### config.mk
export PLATFORM = sky130hd
export DESIGN_NAME = square_row_serializer_flat
export DESIGN_NICKNAME = d
export VERILOG_FILES = /design/src/rtl/square_row_serializer_if.sv /design/src/rtl/square_row_serializer.sv /design/src/flat_wrapper.sv
export SDC_FILE = /design/constraint.sdc
export NUM_CORES = 1
export LEC_CHECK = 0
export BUFFER_PORTS_ARGS = -buffer_cell sky130_fd_sc_hd__buf_2
export CORE_UTILIZATION = 52
export DETAILED_ROUTE_END_ITERATION = 16
export PLACE_DENSITY_LB_ADDON = 0.15
export SETUP_SLACK_MARGIN = 0.4
export SLEW_MARGIN = 30
export SYNTH_ARGS = -nofsm -noshare
export SYNTH_HDL_FRONTEND = slang
export SYNTH_SLANG_ARGS = --single-unit
### constraint.sdc
create_clock -name clk -period 2.9 [get_ports clk]
set_input_delay 0.145 -clock clk [delete_from_list [all_inputs] [get_ports clk]]
set_output_delay 0.145 -clock clk [all_outputs]
set_load 0.1 [all_outputs]
### src/rtl/square_row_serializer_if.sv
// square_row_serializer_if: square-in / row-out handshake bundle for square_row_serializer.
interface square_row_serializer_if #(parameter int SQSIZE = 16);
    function automatic int isqrt(input int n);
        int r;
        r = 0;
        for (int i = 1; i * i <= n; i++) r = i;
        return r;
    endfunction
    localparam int SIDELEN = isqrt(SQSIZE);
    localparam int IDXW = SIDELEN > 1 ? $clog2(SIDELEN) : 1;
    logic in_valid;
    logic in_ready;
    logic [SQSIZE-1:0] in_data;
    logic out_valid;
    logic out_ready;
    logic [SIDELEN-1:0] out_row;
    logic [IDXW-1:0] out_idx;
    logic out_last;
    modport master (output in_valid, in_data, out_ready,
                    input in_ready, out_valid, out_row, out_idx, out_last);
    modport slave (input in_valid, in_data, out_ready,
                   output in_ready, out_valid, out_row, out_idx, out_last);
endinterface

### src/rtl/square_row_serializer.sv
// square_row_serializer: buffers one SIDELEN x SIDELEN square and emits it a row per cycle.
// Define SQ_ROW_SER_REVERSE_EN to emit rows in descending index order.
module square_row_serializer #(parameter int SQSIZE = 16) (
    input logic clk,
    input logic rst,
    square_row_serializer_if.slave bus
);
    function automatic int isqrt(input int n);
        int r;
        r = 0;
        for (int i = 1; i * i <= n; i++) r = i;
        return r;
    endfunction
    localparam int SIDELEN = isqrt(SQSIZE);
    localparam int IDXW = SIDELEN > 1 ? $clog2(SIDELEN) : 1;
    localparam int SQBITS = SIDELEN * SIDELEN;
`ifdef SQ_ROW_SER_REVERSE_EN
    localparam logic [IDXW-1:0] FIRST = IDXW'(SIDELEN - 1);
    localparam logic [IDXW-1:0] LAST = '0;
    localparam logic [IDXW-1:0] STEP = '1;
`else
    localparam logic [IDXW-1:0] FIRST = '0;
    localparam logic [IDXW-1:0] LAST = IDXW'(SIDELEN - 1);
    localparam logic [IDXW-1:0] STEP = IDXW'(1);
`endif
    typedef enum logic {IDLE, SEND} state_t;
    state_t state, state_nxt;
    logic [SQBITS-1:0] sq;
    logic [IDXW-1:0] cnt;
    logic load, fin;
    always_ff @(posedge clk or posedge rst)
        if (rst) state <= IDLE;
        else state <= state_nxt;
    // a final-row transfer with a waiting square reloads in place, so SEND persists
    always_comb begin
        state_nxt = load ? SEND : (fin ? IDLE : state);
    end
    always_comb begin
        bus.out_valid = state == SEND;
        bus.out_last = (SIDELEN == 1) || (state == SEND && cnt == LAST);
        bus.out_idx = cnt;
        bus.out_row = sq[cnt * SIDELEN +: SIDELEN];
        fin = bus.out_valid && bus.out_ready && bus.out_last;
        bus.in_ready = state == IDLE || fin;
        load = bus.in_valid && bus.in_ready;
    end
    always_ff @(posedge clk or posedge rst)
        if (rst) begin
            sq <= '0;
            cnt <= FIRST;
        end else if (load) begin
            sq <= bus.in_data[SQBITS-1:0];
            cnt <= FIRST;
        end else if (bus.out_valid && bus.out_ready && !bus.out_last) begin
            cnt <= cnt + STEP;
        end
endmodule

### src/flat_wrapper.sv
// flat-port wrapper written by rule: the top's interface ports become plain ports
module square_row_serializer_flat 
#(parameter int SQSIZE = 16)
  (clk, rst, bus_in_valid, bus_in_data, bus_out_ready, bus_in_ready, bus_out_valid, bus_out_row, bus_out_idx, bus_out_last);
  square_row_serializer_if #(.SQSIZE(SQSIZE)) bus_i ();
  input logic clk;
  input logic rst;
  input wire logic [$bits(bus_i.in_valid)-1:0] bus_in_valid;
  input wire logic [$bits(bus_i.in_data)-1:0] bus_in_data;
  input wire logic [$bits(bus_i.out_ready)-1:0] bus_out_ready;
  output wire logic [$bits(bus_i.in_ready)-1:0] bus_in_ready;
  output wire logic [$bits(bus_i.out_valid)-1:0] bus_out_valid;
  output wire logic [$bits(bus_i.out_row)-1:0] bus_out_row;
  output wire logic [$bits(bus_i.out_idx)-1:0] bus_out_idx;
  output wire logic [$bits(bus_i.out_last)-1:0] bus_out_last;
  assign bus_i.in_valid = bus_in_valid;
  assign bus_i.in_data = bus_in_data;
  assign bus_i.out_ready = bus_out_ready;
  assign bus_in_ready = bus_i.in_ready;
  assign bus_out_valid = bus_i.out_valid;
  assign bus_out_row = bus_i.out_row;
  assign bus_out_idx = bus_i.out_idx;
  assign bus_out_last = bus_i.out_last;
  square_row_serializer #(.SQSIZE(SQSIZE)) u_core (.clk(clk), .rst(rst), .bus(bus_i));
endmodule
==> out/summary.txt <==
Status = finished with violations
Failing checks = DRC
Setup TNS = 0 ns
Largest net degree at the start of global routing = 20
Top cells by area, synth = dfrtp_1, mux2_4, mux4_2
Die Footprint = 1960 µm²
Worst-path clk slew = 0.11 ns
Slowest CP cell = dfrtp_1
Unrepaired setup endpoints after global routing = false
Critical path required time = 2.76 ns
Layout area overhead = 19.7%
Fillers = 110
Vias per cell = 5.15
Critical Path End Type = output port
Post-CTS Resized = 0
Commonest non-fill, non-tap cell in the layout = buf_2
Clk_lat worst skew = 0.29 ns
Routed len/inst = 13.7 µm
Vias in the first global route = 585
Synth warn = 0
Clock buffer depth = 2
Syn Std Cell Area = 928 µm²
IO Pins = 29
Max stage delay on crit path = 0.56 ns
Antenna violations before repair = 0
Port buffer count = 28
Max FO, Critical Path = 8
Post-DP HPWL = 1140 µm
DIE WIDTH = 44.3 µm
Final nets = 108
Hold Buf Count CTS = 1
Beginning of the worst register-to-register path = u_core.bus.out_idx[0]
Initial DRC Count = 3
Hold Path Cell Cnt = 2
Seq cells post-synth = 19
Total of max-cap violations = 0
Routed length on met3 = 68 µm
Critical path class = flop to output port
Slew Limit Fails = 0
Total CTS buffers = 3
Hold Crit Class = primary input to flop
Global-route wire length before repair = 2620 µm
Util after Layout = 69.7%
Total Wirelength = 1510 µm
Core Region = 1590 µm²
Post-CTS Setup Bufs = 0
Syn_area_per_cell = 16.9 µm²
Share of the synthesized area in the top cell type = 51.2%
Finish-stage setup viols = 0
Fmax = 537 MHz
GP Congestion = 0.706
Final ANT Viol Nets = 0
Cell-by-cell listing of the critical path = ha_1 > a21bo_4 > buf_2
GRT Util Overall = 18.2%
Delay-heaviest family, CP = flip-flops
Synth Instances = 55
Die Height = 44.3 µm
Routed wl met2 = 742 µm
Via Count = 566
Yosys top cell by area = dfrtp_1
Share of cells above drive strength 1 = 66.3%
Root buf cell = clkbuf_4
Final worst path period need = 1.86 ns
DRC viols = 2
H-tree depth = 1
Gr ovfl total = 0
TritonCTS clock tree = yes
Initial core utilization = 58.2%
Post-Syn Nets = 76
Max_slew headroom = 53.5%
Least-Margin Pin Slew = 0.697 ns
N_diodes = 0
Hold Startpoint = bus_in_data[9]
CP startpoint = u_core.bus.out_idx[0]
Sequential share of the synthesized area = 51.2%
Critical path arrival = 1.72 ns
Final hold violation count = 0
Metal1 wirelength = 695 µm
DR top layer = met3
Sink Count = 19
Row cnt = 14
Cell variety after synth = 18
Final Skew = 0.00687 ns
Commonest non-fill, non-tap cells in the layout = buf_2, dfrtp_1, mux2_4
CP bufs+invs = 1
Worst R2R Path Depth = 4
Final Cycle Share = 64.2%
Crit. path cell count = 3
Critical Path Start Type = flop
Pre-antenna DRT Iters = 10
[routing by layer]
metal | vias to the layer above | track usage [%]
met4 | 0 | 5.45
met3 | 0 | 3.67
met1 | 283 | 25.6
li1 | 262 | -
met5 | - | 0
met2 | 21 | 28.8
[synthesized netlist by cell type]
cell type and instances:
a31o_2 1, nand2_4 1, inv_1 2, mux2i_1 1, a21bo_4 1, mux2_4 10
a21oi_1 1, and2_2 1, buf_2 1, a22o_1 1, mux4_2 4, buf_12 1
mux2_2 6, and2b_1 1, or2b_1 2, dfrtp_1 19, ha_1 1, a22o_2 1
[final cells by class]
type,instances,area (µm²),share of cell area [%]
clock buffer,3,22.5,2.03
clock inverter,1,5.00,0.450
inverter,2,7.51,0.676
multi-input combinational,32,420,37.8
sequential,19,475,42.8
tap,24,30.0,2.70
timing repair buffer,29,150,13.5
[metrics by stage]
stage | area (µm²) | worst slack, ns | instances | hold slack (ns)
2_1_floorplan | 928 | 0.428 | 55 | 0.0961
3_3_place_gp | 1070 | 1.17 | 105 | 0.278
3_5_place_dp | 1070 | 1.11 | 105 | 0.295
4_1_cts | 1110 | 0.995 | 110 | 0.0645
5_1_grt | 1110 | 0.911 | 110 | 0.0511
6_report | 1110 | 1.04 | 110 | 0.0735
[flip-flops by register name (all words and copies together) (netlist names)]
name and cells:
u_core.sq 16, u_core.bus.out_idx 2, u_core.bus.out_valid 1
[worst register-to-register path: stages (launching register included)]
cell and delay, ns:
dfrtp_1 0.51, ha_1 0.31, a21bo_4 0.24, nand2_4 0.23, mux2_2 0.37
[logic make-up (layout without fill, tap and decap cells)]
kind of cell | after synthesis | count (layout) | share of synthesized area, %
fa+ha+maj | 1 | 1 | 1.35
compound gates | 5 | 5 | 5.26
flops | 19 | 19 | 51.2
simple gates | 5 | 5 | 4.45
mux | 21 | 21 | 34.2
buf+inv | 4 | 35 | 3.50
[worst paths after layout]
check | endpoint | slack, ns
min in group asynchronous | u_core.sq[9] | 0.50
min | u_core.sq[9] | 0.07
max in group asynchronous | u_core.sq[7] | 1.95
max reg2reg | u_core.sq[15] | 1.13
min reg2reg | u_core.sq[15] | 0.52
max | bus_in_ready | 1.04
Power is left out: the tool's default activity adds up to more than one toggle a clock period on the data nets, which glitch-free logic cannot reach.
